## src/rtl/router_ctrl_if.sv

```systemverilog
// Handshake bundle between the packet source, the FIFO bank and router_ctrl.
// The slave modport is the controller's view and the master modport is the environment's view.
interface router_ctrl_if;
  logic       pkt_valid;
  logic [1:0] data_in;
  logic       parity_done;
  logic       low_pkt_valid;
  logic [2:0] fifo_full;
  logic [2:0] fifo_empty;
  logic [2:0] read_enb;
  logic [2:0] write_enb;
  logic [2:0] soft_rst;
  logic [2:0] vld_out;
  logic       detect_add, lfd_state, ld_state, laf_state;
  logic       full_state, rst_int_reg, write_enb_reg, busy;

  modport slave (
    input  pkt_valid, data_in, parity_done, low_pkt_valid, fifo_full, fifo_empty, read_enb,
    output write_enb, soft_rst, vld_out, detect_add, lfd_state, ld_state, laf_state,
           full_state, rst_int_reg, write_enb_reg, busy
  );

  modport master (
    output pkt_valid, data_in, parity_done, low_pkt_valid, fifo_full, fifo_empty, read_enb,
    input  write_enb, soft_rst, vld_out, detect_add, lfd_state, ld_state, laf_state,
           full_state, rst_int_reg, write_enb_reg, busy
  );
endinterface

```

## src/rtl/router_ctrl.sv

```systemverilog
// Three-port router controller: a packet FSM that steers writes into one FIFO,
// plus per-port idle timers that soft-reset a FIFO which nobody drains.
module router_ctrl #(
  parameter int TIMEOUT = 30
) (
  input logic          clk,
  input logic          rst,
  router_ctrl_if.slave bus
);
  localparam int NUM_PORTS = 3;

  typedef enum logic [2:0] {
    DECODE, LFD, LOAD_DATA, LOAD_PARITY, FULL_ST, LAF, WAIT_EMPTY, CHK_PAR
  } state_e;

  state_e         state_q, state_d;
  logic [1:0]     addr_q, addr_d;
  logic           detect_add_q, lfd_q, ld_q, laf_q, full_q, rst_int_q, wer_q, busy_q;
  logic [NUM_PORTS-1:0]      srst_q;
  logic [NUM_PORTS-1:0][4:0] cnt_q;
  logic           full_a, empty_a, srst_a;

  // addr 3 never names a port, so its per-port flags read as 0
  assign full_a  = (addr_q != 2'd3) && bus.fifo_full[addr_q];
  assign empty_a = (addr_q != 2'd3) && bus.fifo_empty[addr_q];
  assign srst_a  = (addr_q != 2'd3) && srst_q[addr_q];
  assign addr_d  = (state_q == DECODE && bus.pkt_valid) ? bus.data_in : addr_q;

  always_comb begin
    state_d = state_q;
    unique case (state_q)
      DECODE:      if (bus.pkt_valid && bus.data_in != 2'd3)
                     state_d = bus.fifo_empty[bus.data_in] ? LFD : WAIT_EMPTY;
      LFD:         state_d = LOAD_DATA;
      LOAD_DATA:   if (full_a)              state_d = FULL_ST;
                   else if (!bus.pkt_valid) state_d = LOAD_PARITY;
      FULL_ST:     if (!full_a) state_d = LAF;
      LAF:         if (bus.parity_done)        state_d = DECODE;
                   else if (bus.low_pkt_valid) state_d = LOAD_PARITY;
                   else                        state_d = LOAD_DATA;
      LOAD_PARITY: state_d = CHK_PAR;
      CHK_PAR:     state_d = full_a ? FULL_ST : DECODE;
      WAIT_EMPTY:  if (empty_a) state_d = LFD;
      default:     state_d = DECODE;
    endcase
    if (srst_a) state_d = DECODE;
  end

  // Decodes are registered from the next state so they line up with state_q
  always_ff @(posedge clk or posedge rst) begin
    if (rst) begin
      state_q      <= DECODE;
      addr_q       <= 2'd0;
      detect_add_q <= 1'b1;
      lfd_q        <= 1'b0;
      ld_q         <= 1'b0;
      laf_q        <= 1'b0;
      full_q       <= 1'b0;
      rst_int_q    <= 1'b0;
      wer_q        <= 1'b0;
      busy_q       <= 1'b0;
    end else begin
      state_q      <= state_d;
      addr_q       <= addr_d;
      detect_add_q <= (state_d == DECODE);
      lfd_q        <= (state_d == LFD);
      ld_q         <= (state_d == LOAD_DATA);
      laf_q        <= (state_d == LAF);
      full_q       <= (state_d == FULL_ST);
      rst_int_q    <= (state_d == CHK_PAR);
      wer_q        <= (state_d == LOAD_DATA) || (state_d == LOAD_PARITY) || (state_d == LAF);
      busy_q       <= (state_d != DECODE) && (state_d != LOAD_DATA);
    end
  end

  for (genvar k = 0; k < NUM_PORTS; k++) begin : g_port
    logic inc, hit;
    assign inc = bus.vld_out[k] && !bus.read_enb[k];
    assign hit = inc && (cnt_q[k] == 5'(TIMEOUT - 1));

    always_ff @(posedge clk or posedge rst) begin
      if (rst) begin
        cnt_q[k]  <= 5'd0;
        srst_q[k] <= 1'b0;
      end else begin
        cnt_q[k]  <= (!inc || hit) ? 5'd0 : cnt_q[k] + 5'd1;
        srst_q[k] <= hit;
      end
    end
  end

  always_comb begin
    bus.write_enb = '0;
    if (addr_q != 2'd3) bus.write_enb[addr_q] = wer_q;
  end

  assign bus.vld_out       = ~bus.fifo_empty;
  assign bus.soft_rst      = srst_q;
  assign bus.detect_add    = detect_add_q;
  assign bus.lfd_state     = lfd_q;
  assign bus.ld_state      = ld_q;
  assign bus.laf_state     = laf_q;
  assign bus.full_state    = full_q;
  assign bus.rst_int_reg   = rst_int_q;
  assign bus.write_enb_reg = wer_q;
  assign bus.busy          = busy_q;
endmodule

```

## src/flat_wrapper.sv

```systemverilog
// flat-port wrapper written by rule: the top's interface ports become plain ports
module router_ctrl_flat 
#(
  parameter int TIMEOUT = 30
)
  (clk, rst, bus_pkt_valid, bus_data_in, bus_parity_done, bus_low_pkt_valid, bus_fifo_full, bus_fifo_empty, bus_read_enb, bus_write_enb, bus_soft_rst, bus_vld_out, bus_detect_add, bus_lfd_state, bus_ld_state, bus_laf_state, bus_full_state, bus_rst_int_reg, bus_write_enb_reg, bus_busy);
  router_ctrl_if bus_i ();
  input logic clk;
  input logic rst;
  input wire logic [$bits(bus_i.pkt_valid)-1:0] bus_pkt_valid;
  input wire logic [$bits(bus_i.data_in)-1:0] bus_data_in;
  input wire logic [$bits(bus_i.parity_done)-1:0] bus_parity_done;
  input wire logic [$bits(bus_i.low_pkt_valid)-1:0] bus_low_pkt_valid;
  input wire logic [$bits(bus_i.fifo_full)-1:0] bus_fifo_full;
  input wire logic [$bits(bus_i.fifo_empty)-1:0] bus_fifo_empty;
  input wire logic [$bits(bus_i.read_enb)-1:0] bus_read_enb;
  output wire logic [$bits(bus_i.write_enb)-1:0] bus_write_enb;
  output wire logic [$bits(bus_i.soft_rst)-1:0] bus_soft_rst;
  output wire logic [$bits(bus_i.vld_out)-1:0] bus_vld_out;
  output wire logic [$bits(bus_i.detect_add)-1:0] bus_detect_add;
  output wire logic [$bits(bus_i.lfd_state)-1:0] bus_lfd_state;
  output wire logic [$bits(bus_i.ld_state)-1:0] bus_ld_state;
  output wire logic [$bits(bus_i.laf_state)-1:0] bus_laf_state;
  output wire logic [$bits(bus_i.full_state)-1:0] bus_full_state;
  output wire logic [$bits(bus_i.rst_int_reg)-1:0] bus_rst_int_reg;
  output wire logic [$bits(bus_i.write_enb_reg)-1:0] bus_write_enb_reg;
  output wire logic [$bits(bus_i.busy)-1:0] bus_busy;
  assign bus_i.pkt_valid = bus_pkt_valid;
  assign bus_i.data_in = bus_data_in;
  assign bus_i.parity_done = bus_parity_done;
  assign bus_i.low_pkt_valid = bus_low_pkt_valid;
  assign bus_i.fifo_full = bus_fifo_full;
  assign bus_i.fifo_empty = bus_fifo_empty;
  assign bus_i.read_enb = bus_read_enb;
  assign bus_write_enb = bus_i.write_enb;
  assign bus_soft_rst = bus_i.soft_rst;
  assign bus_vld_out = bus_i.vld_out;
  assign bus_detect_add = bus_i.detect_add;
  assign bus_lfd_state = bus_i.lfd_state;
  assign bus_ld_state = bus_i.ld_state;
  assign bus_laf_state = bus_i.laf_state;
  assign bus_full_state = bus_i.full_state;
  assign bus_rst_int_reg = bus_i.rst_int_reg;
  assign bus_write_enb_reg = bus_i.write_enb_reg;
  assign bus_busy = bus_i.busy;
  router_ctrl #(.TIMEOUT(TIMEOUT)) u_core (.clk(clk), .rst(rst), .bus(bus_i));
endmodule
```

## config.mk

```make
export PLATFORM = sky130hd
export DESIGN_NAME = router_ctrl_flat
export DESIGN_NICKNAME = d
export VERILOG_FILES = /design/src/rtl/router_ctrl_if.sv /design/src/rtl/router_ctrl.sv /design/src/flat_wrapper.sv
export SDC_FILE = /design/constraint.sdc
export NUM_CORES = 1
export LEC_CHECK = 0
export ABC_AREA = 1
export CAP_MARGIN = 0
export CORE_ASPECT_RATIO = 1.75
export CORE_UTILIZATION = 50
export CTS_BUF_LIST = sky130_fd_sc_hd__clkbuf_8
export DETAILED_ROUTE_END_ITERATION = 6
export DONT_BUFFER_PORTS = 1
export GPL_TIMING_DRIVEN = 0
export HOLD_SLACK_MARGIN = 0.05
export PLACE_DENSITY = 0.72
export RECOVER_POWER = 100
export SYNTH_ARGS = -nofsm -noshare
export SYNTH_HDL_FRONTEND = slang
export SYNTH_SLANG_ARGS = --single-unit
```

## constraint.sdc

```tcl
create_clock -name clk -period 1.5 [get_ports clk]
set_input_delay 0.15 -clock clk [delete_from_list [all_inputs] [get_ports clk]]
set_output_delay 0.15 -clock clk [all_outputs]
set_load 0.03 [all_outputs]
```

* After elaboration in Yosys (flattened, before gate mapping)
Cells that the tools add are included.
** Storage, ports and cells
- Register bits after elaboration :: 31
- Latch bits :: 0
- RAM bits :: 0
- ROM bits :: 0
- Input bits :: 16
- Output and inout port bits :: 17
- Logic and storage cells :: 95
- Memories :: 0
** Cells by class
- $add $sub $neg :: 3
- Multipliers :: 0
- Divide/modulo/power cells :: 0
- Order comparisons :: 3
- Equal/unequal tests :: 19
- Shift-type cells :: 0
- Muxes and demuxes :: 25
- Bitwise gates (word level) :: 2
- Reduce and logical (&&, ||, !) cells :: 27
** Operator list (count)
- $mux 3 :: 10
- $pmux 3 s8 :: 1
- $eq 3x3->1 const B :: 7
- $add 5x1->5 const B :: 3
- $eq 5x5->1 const B :: 3
- $mux 5 :: 3
- $logic_and 1x1->1 :: 13
- $eq 3x2->1 const B :: 4
- $bmux 1 s2 :: 4
- $eq 3x1->1 const B :: 2
- $logic_not 1->1 :: 6
- $logic_not 3->1 :: 2
- $lt 2x3->1 const B :: 2
- $mux 1 :: 6
- $logic_or 1x1->1 :: 5
- $ne 2x2->1 const B :: 2
- $and 3x3->3 :: 1
- $ne 3x2->1 const B :: 1
- $not 3->3 :: 1
- $reduce_bool 3->1 :: 1
- $demux 1 s2 :: 1
- $ge 2x1->1 const B :: 1

* Logic depth before layout (Yosys ltp)
Gate-level depths: netlist of run 1.
- Depth in word-level cells :: 9
- Mapped depth :: 11
- Gate-level depth less buffers :: 11

* Worst setup path before layout of run 1
No wires, ideal clock.
- Kind :: register to output
- Start point :: register u_core.wer_q, in the netlist u_core.bus.write_enb_reg
- End point :: output bus_write_enb[0]
- Data arrival time :: 1.262 ns
- Required time :: 1.350 ns
- Slack :: 0.088 ns
- Cell stages (with the launch flop) :: 3
- Buffers on the path :: 0
- Cells stage by stage :: dfrtp_1 -> inv_1 -> nor3_1
** On the way
- Longest elaborated chain between the ends :: 2
** RTL lines
- from (decl) :: line router_ctrl.sv:18 : logic detect_add_q, lfd_q, ld_q, laf_q, full_q, rst_int_q, wer_q, busy_q;
- from (signal assigned) :: line router_ctrl.sv:71 : wer_q <= (state_d == LOAD_DATA) || (state_d == LOAD_PARITY) || (state_d == LAF);
- $and 3x3->3 (no line)
- $mux 3 :: line router_ctrl.sv:94 : if (addr_q != 2'd3) bus.write_enb[addr_q] = wer_q;
- to (decl) :: line flat_wrapper.sv:17 : output wire logic [$bits(bus_i.write_enb)-1:0] bus_write_enb;
No other way between the ends.

* Worst setup path in the final report of run 1
- Start point :: register u_core.addr_q[0]
- End point :: register u_core.wer_q, in the netlist u_core.bus.write_enb_reg
** On the way
- Longest elaborated chain between the ends :: 9
- Elaborated cells on any way between the ends :: 21
- Those cells by class :: eq/ne (4); mux (12); reduce/logical (5)
** RTL lines
- from (decl) :: line router_ctrl.sv:17 : logic [1:0] addr_q, addr_d;
- from (signal assigned) :: line router_ctrl.sv:64 : addr_q <= addr_d;
- $bmux 1 s2, on equally long branches :: line router_ctrl.sv:25, router_ctrl.sv:24
- $mux 1, on equally long branches :: line router_ctrl.sv:25, router_ctrl.sv:24
- $logic_and 1x1->1, on equally long branches :: line router_ctrl.sv:25, router_ctrl.sv:24
- $mux 3, on equally long branches :: line router_ctrl.sv:43, router_ctrl.sv:35, router_ctrl.sv:37
- $pmux 3 s8 :: line router_ctrl.sv:31 : unique case (state_q)
- $mux 3 * :: line router_ctrl.sv:46 : if (srst_a) state_d = DECODE;
- net u_core.state_d[1] :: line router_ctrl.sv:16 : state_e state_q, state_d;
- $eq 3x2->1 :: line router_ctrl.sv:71
- $logic_or 1x1->1 :: line router_ctrl.sv:71
- $logic_or 1x1->1 * :: line router_ctrl.sv:71
Mark *: on every way through the listed nets, which the timed path passes. The rest lies on a longest branch. The select of a mux whose other input is x is not followed.
A chain may end at the register's enable or synchronous reset.

==> results.toml, run 1 <==
[clock_tree]
clkLatencyLatePin_ns = 0.28
cts_buffer_depth = 2
cts_root_buffer = "clkbuf_8"
tritoncts = "yes"
clock-sinks = 31
clkSlewWorstSetupHoldPaths_ns = 0.07
cts_made_buffers = 5
cts-htree-levels = 2

[setup_path]
r2r.worst_path.cells = 10
rrSetupSlack_ns = -0.08
worst-path-buf-inv = 1
r2r_end = "u_core.bus.write_enb_reg"
cp_data_arrival_time_ns = 1.74
end_kind = "register"
path_cells = "nor2_4 -> nand2_2 -> nand3_2 -> nor2_1 -> nor2_1 -> nand2_1 -> nand2_4 -> inv_4 -> nand2_4 -> nand2_1"
crit_type = "register to register"
cp_max_fo = 6
slowest_delay_ns = 0.51
cp_slowest_cell = "dfrtp_2"
crit_path_start_kind = "register"
crit_end = "u_core.bus.write_enb_reg"
r2r_start = "u_core.addr_q[0]"
critPathRequiredTime_ns = 1.65
cp.depth = 10
worstSetupStartpoint = "u_core.addr_q[0]"
crit_family = "simple AND/OR/NAND/NOR gates"

[timing]
slew_headroom_pct = 24.9
clock_skew_ns = 0.00843
rsz0062_at_grt = "yes"
hold_violations = 0
worstMarginPinSlew_ns = 1.13
period_minus_slack_ns = 1.58
setup_tns_ns = -0.154
max_clock_freq_ghz = 0.631
slew_viol_final = 0
period_share_pct = 106
setup_violations = 6
fin_ws_ns = -0.0838

[worst_hold_path]
hp-class = "input port to asynchronous set/reset pin"

[die]
start_util_pct = 53.7
fp.dieArea_um2 = 3460
ioPinCount = 33
die_w_um = 44.9
core_um2 = 2990
die_h_um = 77.0
fp-row-count = 26

[routing]
via_per_inst = 5.31
met2_length_mm = 2.04
wirelength_mm = 3.74
drt-met1-wl_mm = 1.36
post_drt_wl_per_cell_um = 14.7
drt_first_pass_iters = 4
detail-route-antenna-nets = 0
drt_iter0_markers = 42
post-route-drc-count = 0
met3_length_um = 199
top_layer = "met4"
vias = 1349

[place]
hpwl_mm = 2.40
dp_slack_ns = -0.0639
place_congestion = 0.831
portBuffers = 0
dp_cells = 232
placedInstanceArea_um2 = 1660

[layout]
largest_register_ffs = 15
n_fill_cell = 232
fin_cells = 254
fin_area_um2 = 2040
regMostFlops = "u_core.cnt_q"
drive_above_1_share_pct = 26.4
syn2layout_area_growth_pct = 26.8
fin_nets = 233
num_antenna_cells = 0

[grt]
grt_max_degree = 32
grt_pass1_wl_mm = 5.24
grt_usage_pct = 21.1
grt_pass1_vias = 1238
antenna_found_initial = 0
grt.overflow.total = 0

[power]
power_density_nw_per_um2 = 1920
p_leak_nw = 1.01
ir_drop_v = 0.000828
p_total_mw = 3.91

[job]
max_cap_viol_count = 0

[synthesis]
synth_fp_nets = 212
synthCells = 190
ys_types = 24
syn_area_um2 = 1610
ys_seq_area_share_pct = 48.3
yosys_warnings = 0
ys_ff_latch = 31
syn_area_per_cell_um2 = 8.46

[status]
outcome = "finished, violations left"
violations = "negative setup slack"
==> report_power, final <==
group          total (mW)  leakage, nW  internal, mW  switching, mW
logic                1.98        0.550         0.750           1.24
registers            1.27        0.409         0.997          0.272
clock network       0.653       0.0524         0.362          0.291
==> what timing repair did <==
action,CTS,global route
resized for setup,10,22
pin swaps,6,6
gates cloned,0,1
hold buffers,6,3
setup endpoints to repair,6,14
hold endpoints to repair,3,3
setup buffers,0,7
==> per-layer routing <==
layer | GRT usage, % | up-vias
li1 | - | 636
met1 | 20.0 | 654
met2 | 35.7 | 43
met3 | 6.59 | 16
met4 | 15.2 | 0
met5 | 0 | -
==> kinds of logic after synthesis <==
family,share of synthesized area (%)
compound gates,2.26
xor+xnor,4.90
fa+ha+maj,4.67
buf+inv,6.38
flops,48.3
simple gates,33.5
==> layout make-up <==
| class | count | area [um2] | area share (%) |
|---|---|---|---|
| Clock inverter | 2 | 8.76 | 0.430 |
| Inverter | 25 | 101 | 4.97 |
| Clock buffer | 6 | 82.6 | 4.05 |
| Buffer | 1 | 15.0 | 0.737 |
| Multi-Input combinational cell | 133 | 837 | 41.1 |
| Tap cell | 42 | 52.6 | 2.58 |
| Timing Repair Buffer | 14 | 163 | 7.98 |
| Sequential cell | 31 | 778 | 38.2 |
==> metrics by stage <==
stage	utilization [%]	hold slack [ns]
floorplan	-	0.221
global placement	55.5	0.222
detailed placement	55.5	0.224
CTS	61.9	0.0573
global route	68.1	0.0778
finish	68.1	0.0466
==> worst min path at each step <==
| stage | start | end |
|---|---|---|
| after floorplan | bus_read_enb[0] | u_core.bus.soft_rst[0] |
| after global placement | bus_read_enb[2] | u_core.bus.soft_rst[2] |
| after detailed placement | bus_read_enb[0] | u_core.bus.soft_rst[0] |
| after CTS | bus_data_in[1] | u_core.addr_q[1] |
| after global routing | bus_data_in[1] | u_core.addr_q[1] |
| final | rst | u_core.bus.full_state |
==> layout by cell type, fill, tap and decap left out <==
cell type,instances
buf_8,1
a21oi_1,2
nand2_4,2
nor3_4,3
nand2_1,32
nor2_1,30
nand3b_1,1
nand3_1,11
clkinv_2,1
a21oi_4,1
nor3_1,3
dfstp_1,1
nor2_4,6
nand4_1,4
ha_1,6
nand3_2,7
dlygate4sd3_1,6
inv_4,3
xnor2_1,3
inv_2,3
xor2_1,6
nand3_4,1
dfrtp_2,1
dfrtp_1,29
inv_1,20
buf_12,2
nor3_2,1
clkbuf_16,1
clkbuf_8,6
buf_4,5
nand2_2,7
nor2_2,5
o21ai_0,2
==> synthesized netlist by cell type <==
library cell	number	area, um2
a21oi_1	2	10.0
a21oi_4	1	16.3
buf_4	1	7.51
clkinv_2	1	5.00
dfrtp_1	30	751
dfstp_2	1	26.3
ha_1	6	75.1
inv_1	19	71.3
inv_2	5	18.8
nand2_1	37	139
nand2_2	3	18.8
nand2_4	1	11.3
nand3_1	16	80.1
nand3_2	3	30.0
nand3b_1	1	7.51
nand4_1	4	25.0
nor2_1	34	128
nor2_2	4	25.0
nor2_4	3	33.8
nor3_1	6	30.0
nor3_2	1	10.0
o21ai_0	2	10.0
xnor2_1	3	26.3
xor2_1	6	52.6
No activity file was read; power rests on OpenSTA's default activity.
==> run 2: changes to the inputs <==
--- a/config.mk
+++ b/config.mk
@@ -6,16 +6,17 @@
 export NUM_CORES = 1
 export LEC_CHECK = 0
 export ABC_AREA = 1
+export BUFFER_PORTS_ARGS = -buffer_cell sky130_fd_sc_hd__buf_2
 export CAP_MARGIN = 0
 export CORE_ASPECT_RATIO = 1.75
 export CORE_UTILIZATION = 50
 export CTS_BUF_LIST = sky130_fd_sc_hd__clkbuf_8
 export DETAILED_ROUTE_END_ITERATION = 6
-export DONT_BUFFER_PORTS = 1
 export GPL_TIMING_DRIVEN = 0
 export HOLD_SLACK_MARGIN = 0.05
-export PLACE_DENSITY = 0.72
+export PLACE_DENSITY = 0.81
 export RECOVER_POWER = 100
+export SETUP_SLACK_MARGIN = 0.02
 export SYNTH_ARGS = -nofsm -noshare
 export SYNTH_HDL_FRONTEND = slang
 export SYNTH_SLANG_ARGS = --single-unit
==> run 2 against run 1 <==
Against the previous run:
- the run now ends clean
- combinational power barely moved
- power fell by 5.7%
- cell area fell by 0.80%
- non-clock buffer count rose by 25
- via count rose by 2.1%
- global-route usage fell by 0.64 points
- clock power fell by 7.2%
- final cell count rose by 9.8%
- worst setup slack improved by 0.13 ns
==> results.toml, run 2 (synthesized netlist as in run 1, its figures left out) <==
[setup_path]
r2r_start = "u_core.state_q[0]"
crit_path_start_kind = "register"
cp_max_fo = 5
r2r_end = "u_core.bus.write_enb_reg"
r2r.worst_path.cells = 9
rrSetupSlack_ns = 0.04
crit_type = "register to register"
cp_data_arrival_time_ns = 1.68
end_kind = "register"
critPathRequiredTime_ns = 1.72

[timing]
period_share_pct = 97.2
clock_skew_ns = 0.00507
hold_violations = 0
setup_tns_ns = 0
slew_viol_final = 0
setup_violations = 0
slew_headroom_pct = 26.3
whs_ns = 0.0823
worstMarginPinSlew_ns = 1.10
rsz0062_at_grt = "yes"
max_clock_freq_ghz = 0.686
fin_ws_ns = 0.0424
period_minus_slack_ns = 1.46

[die]
die_h_um = 77.0
fp-row-count = 26
die_w_um = 44.9
core_um2 = 2990
fp.dieArea_um2 = 3460
ioPinCount = 33
start_util_pct = 53.7

[grt]
grt.overflow.total = 0
grt_max_degree = 32
grt_usage_pct = 20.5
grt_pass1_wl_mm = 5.04
grt_pass1_vias = 1277
antenna_found_initial = 0

[clock_tree]
clkLatencyLatePin_ns = 0.28
clkSlewWorstSetupHoldPaths_ns = 0.06
cts_made_buffers = 5
cts_buffer_depth = 2
clock-sinks = 31
cts-htree-levels = 2
cts_root_buffer = "clkbuf_8"
tritoncts = "yes"

[layout]
fin_cells = 279
final_cell_mix = "nand2_1, nor2_1, dfrtp_1"
num_antenna_cells = 0
fin_nets = 258
syn2layout_area_growth_pct = 25.8
largest_register_ffs = 15
final_util_pct = 67.6
final_common_cell = "nand2_1"
regMostFlops = "u_core.cnt_q"
drive_above_1_share_pct = 31.2

[job]
max_cap_viol_count = 0

[worst_hold_path]
hp-class = "input port to register"
hp-start = "bus_fifo_empty[0]"
hold_path_end = "u_core.bus.soft_rst[0]"
min_path_cells = 2

[power]
power_density_nw_per_um2 = 1820
ir_drop_v = 0.000881
p_leak_nw = 1.04

[routing]
post-route-drc-count = 0
post_drt_wl_per_cell_um = 11.1
met2_length_mm = 1.71
detail-route-antenna-nets = 0
via_per_inst = 4.94
drt_iter0_markers = 21
top_layer = "met4"
drt-met1-wl_mm = 1.19
wirelength_mm = 3.09
vias = 1377
drt_first_pass_iters = 4
met3_length_um = 101

[place]
place_congestion = 0.816
dp_cells = 264
dp_slack_ns = -0.0201
portBuffers = 32
hpwl_mm = 2.25

[status]
outcome = "finished clean"
==> run 2: changes by cell type in the layout (fill, tap and decap cells not counted), sizes merged <==
cell         change
buf             +15
clkbuf          +12
clkinv           +2
dlygate4sd3      -3
inv              -1
==> run 2: worst max-delay path by stage <==
stage | startpoint | end | slack [ns] | depth (start not counted)
CTS | u_core.addr_q[1] | u_core.bus.write_enb_reg | 0.03 | 11
finish | u_core.state_q[0] | u_core.bus.write_enb_reg | 0.04 | 9
floorplan | u_core.bus.write_enb_reg | bus_write_enb[0] | 0.09 | 2
detailed placement | u_core.addr_q[1] | u_core.bus.write_enb_reg | -0.02 | 11
global route | u_core.addr_q[1] | u_core.bus.write_enb_reg | -0.07 | 11
global placement | u_core.addr_q[1] | u_core.bus.write_enb_reg | -0.006 | 11
==> run 2: timing repair <==
| action | in CTS | in global routing |
|---|---|---|
| buffers inserted | 0 | 4 |
| pin swaps | 0 | 15 |
| endpoints found under the setup margin | 3 | 9 |
| resized for setup | 3 | 23 |
| endpoints found under the hold margin | 3 | 0 |
| hold buffers | 3 | 0 |
==> run 2: area by class of cell <==
type / instances / area, um2
fill: 275 / 971
inverter: 25 / 98.8
tap: 42 / 52.6
multi-input combinational: 133 / 793
clock inverter: 3 / 15.0
sequential: 31 / 779
clock buffer: 5 / 68.8
timing repair buffer: 39 / 203
buffer: 1 / 11.3
==> run 2: worst max-delay path: stages (launching register included) <==
cell and delay (ns):
dfrtp_1 0.40, inv_2 0.10, nand2_2 0.08, nor2_4 0.13, nand4_1 0.15, nand2_2 0.13
nor2_4 0.06, nor2_4 0.17, nand3_2 0.10, nand2_2 0.07
==> run 2: metrics by stage <==
stage	power [mW]	instance area, um2
3_3_place_gp	2.67	1820
2_1_floorplan	2.37	1610
4_1_cts	3.35	1950
3_5_place_dp	2.70	1820
6_report	3.69	2020
5_1_grt	3.97	2020
==> run 2: report_power, final <==
group	switching (mW)	internal [mW]	total (mW)
Combinational	1.29	0.671	1.96
Clock	0.290	0.316	0.606
Sequential	0.121	1.00	1.12
Total	1.70	1.99	3.69
==> run 2: metal layers <==
layer | GRT usage [%] | up-vias
met5 | 0 | -
met4 | 13.3 | 0
met3 | 6.59 | 5
met2 | 34.9 | 31
met1 | 19.8 | 650
li1 | - | 691
==> run 3: changes to the inputs <==
==> constraint.sdc (replaced) <==
create_clock -name clk -period 1.65 [get_ports clk]
set_input_delay 0.165 -clock clk [delete_from_list [all_inputs] [get_ports clk]]
set_output_delay 0.165 -clock clk [all_outputs]
set_load 0.03 [all_outputs]
==> run 3 against run 2 <==
Against the previous run:
- die area is the same
- non-clock buffer count shrank 4
- combinational power shrank 29%
- utilization shrank 3.4 points
- first-iteration DRC count grew 4.8%
- hold slack gained 0.0049 ns
- worst setup slack gained 0.097 ns
- via count shrank 3.1%
- critical endpoint is now bus_write_enb[0]
- largest power group unchanged
- highest routed layer unchanged
==> results.toml, run 3 (synthesized netlist as in run 1, its figures left out) <==
[clock_tree]
tritoncts = "yes"
cts_made_buffers = 5
clock-sinks = 31
cts_setup_buffers = 0
clkSlewWorstSetupHoldPaths_ns = 0.06
clkLatencyLatePin_ns = 0.28
cts_root_buffer = "clkbuf_8"
cts_buffer_depth = 2
cts-htree-levels = 2

[die]
start_util_pct = 53.7
die_w_um = 44.9
core_um2 = 2990
fp-row-count = 26
fp.dieArea_um2 = 3460
ioPinCount = 33
die_h_um = 77.0

[place]
hpwl_mm = 2.25
placedInstanceArea_um2 = 1820
place_congestion = 0.816
portBuffers = 32

[layout]
final_cell_mix = "nand2_1, nor2_1, dfrtp_1"
regMostFlops = "u_core.cnt_q"
drive_above_1_share_pct = 21.0
fin_nets = 254
largest_register_ffs = 15
fin_area_um2 = 1920
num_antenna_cells = 0
final_common_cell = "nand2_1"
syn2layout_area_growth_pct = 19.5

[timing]
setup_violations = 0
slew_viol_final = 0
rsz0062_at_grt = "no"
clock_skew_ns = 0.00507
max_clock_freq_ghz = 0.662
period_minus_slack_ns = 1.51
period_share_pct = 91.6
slew_headroom_pct = 26.6
setup_tns_ns = 0
whs_ns = 0.0872
worstMarginPinSlew_ns = 1.10
hold_violations = 0

[grt]
grt_pass1_vias = 1277
grt_usage_pct = 20.5
grt_max_degree = 32
grt_pass1_wl_mm = 5.04
antenna_found_initial = 0
grt.overflow.total = 0

[routing]
post_drt_wl_per_cell_um = 10.6
via_per_inst = 4.85
vias = 1335
drt_first_pass_iters = 4
wirelength_mm = 2.92
detail-route-antenna-nets = 0
drt_iter0_markers = 22
post-route-drc-count = 0

[worst_hold_path]
hp-class = "input port to register"

[setup_path]
cp_max_fo = 9
cp_data_arrival_time_ns = 1.35
crit_path_start_kind = "register"
end_kind = "output port"
crit_type = "register to output port"
critPathRequiredTime_ns = 1.48

[status]
outcome = "finished clean"

[power]
p_leak_nw = 0.999
power_density_nw_per_um2 = 1540
ir_drop_v = 0.000833

[job]
max_cap_viol_count = 0
==> run 3: cell count changes in the layout (fill, tap and decap cells not counted), moves of 2 or more <==
| cell | before | now |
|---|---|---|
| nand2_1 | 31 | 37 |
| nor2_1 | 28 | 34 |
| nand2_2 | 8 | 3 |
| nor2_2 | 8 | 4 |
| buf_2 | 18 | 15 |
| buf_4 | 4 | 1 |
| inv_1 | 17 | 20 |
| clkbuf_1 | 14 | 16 |
| inv_2 | 6 | 4 |
| inv_4 | 2 | 0 |
| nand3_1 | 12 | 14 |
| nand3_2 | 7 | 5 |
| nor2_4 | 5 | 3 |
==> run 3: per-stage QoR <==
| stage | utilization (%) | cells | worst slack [ns] | power, mW |
|---|---|---|---|---|
| after detailed placement | 60.8 | 264 | 0.130 | 2.45 |
| after global placement | 60.8 | 264 | 0.144 | 2.43 |
| final | 64.2 | 275 | 0.139 | 2.96 |
| after CTS | 64.6 | 275 | 0.117 | 3.02 |
| after global routing | 64.2 | 275 | 0.00439 | 3.22 |
| after floorplan | - | 190 | 0.223 | 2.15 |
==> run 3: area by class of cell <==
class                      instances  area, um2
fill                             289       1070
sequential                        31        778
multi-input combinational        133        733
timing repair buffer              35        170
inverter                          25       95.1
clock buffer                       5       68.8
tap                               42       52.6
clock inverter                     3       15.0
buffer                             1       7.51
==> run 3: path summary, 6_finish.rpt <==
kind,startpoint,endpoint,slack (ns),depth (start not counted)
hold reg to reg,u_core.cnt_q[5],u_core.cnt_q[5],0.49,1
hold / removal,bus_fifo_empty[0],u_core.bus.soft_rst[0],0.09,2
setup reg to reg,u_core.state_q[0],u_core.bus.full_state,0.18,9
max in group asynchronous,rst,u_core.addr_q[0],0.76,2
setup / recovery,u_core.addr_q[1],bus_write_enb[0],0.14,3
min in group asynchronous,rst,u_core.cnt_q[11],0.16,2
==> run 3: worst max-delay path, stage by stage, from the launching register on <==
cell      delay (ns)
dfrtp_1         0.36
buf_4           0.17
nor3_1          0.20
clkbuf_1        0.33
==> run 3: what timing repair did <==
action,CTS,global route
endpoints found under the hold margin,3,0
setup endpoints to repair,0,3
resized for setup,0,4
hold buffers,3,0
==> run 3: report_power, final <==
group | internal [mW] | switching (mW) | total (mW)
sequential | 0.908 | 0.0956 | 1.00
clock | 0.287 | 0.262 | 0.549
combinational | 0.420 | 0.982 | 1.40
==> run 3: routing by layer <==
metal | vias to the layer above | track usage (%) | share of wire, % | routed length [um]
met2 | 32 | 34.9 | 54 | 1580
met3 | 7 | 6.59 | 3.4 | 100
li1 | 682 | - | - | -
met4 | 0 | 13.3 | 3.6 | 106
met1 | 614 | 19.8 | 39 | 1140
met5 | - | 0 | 0 | 0
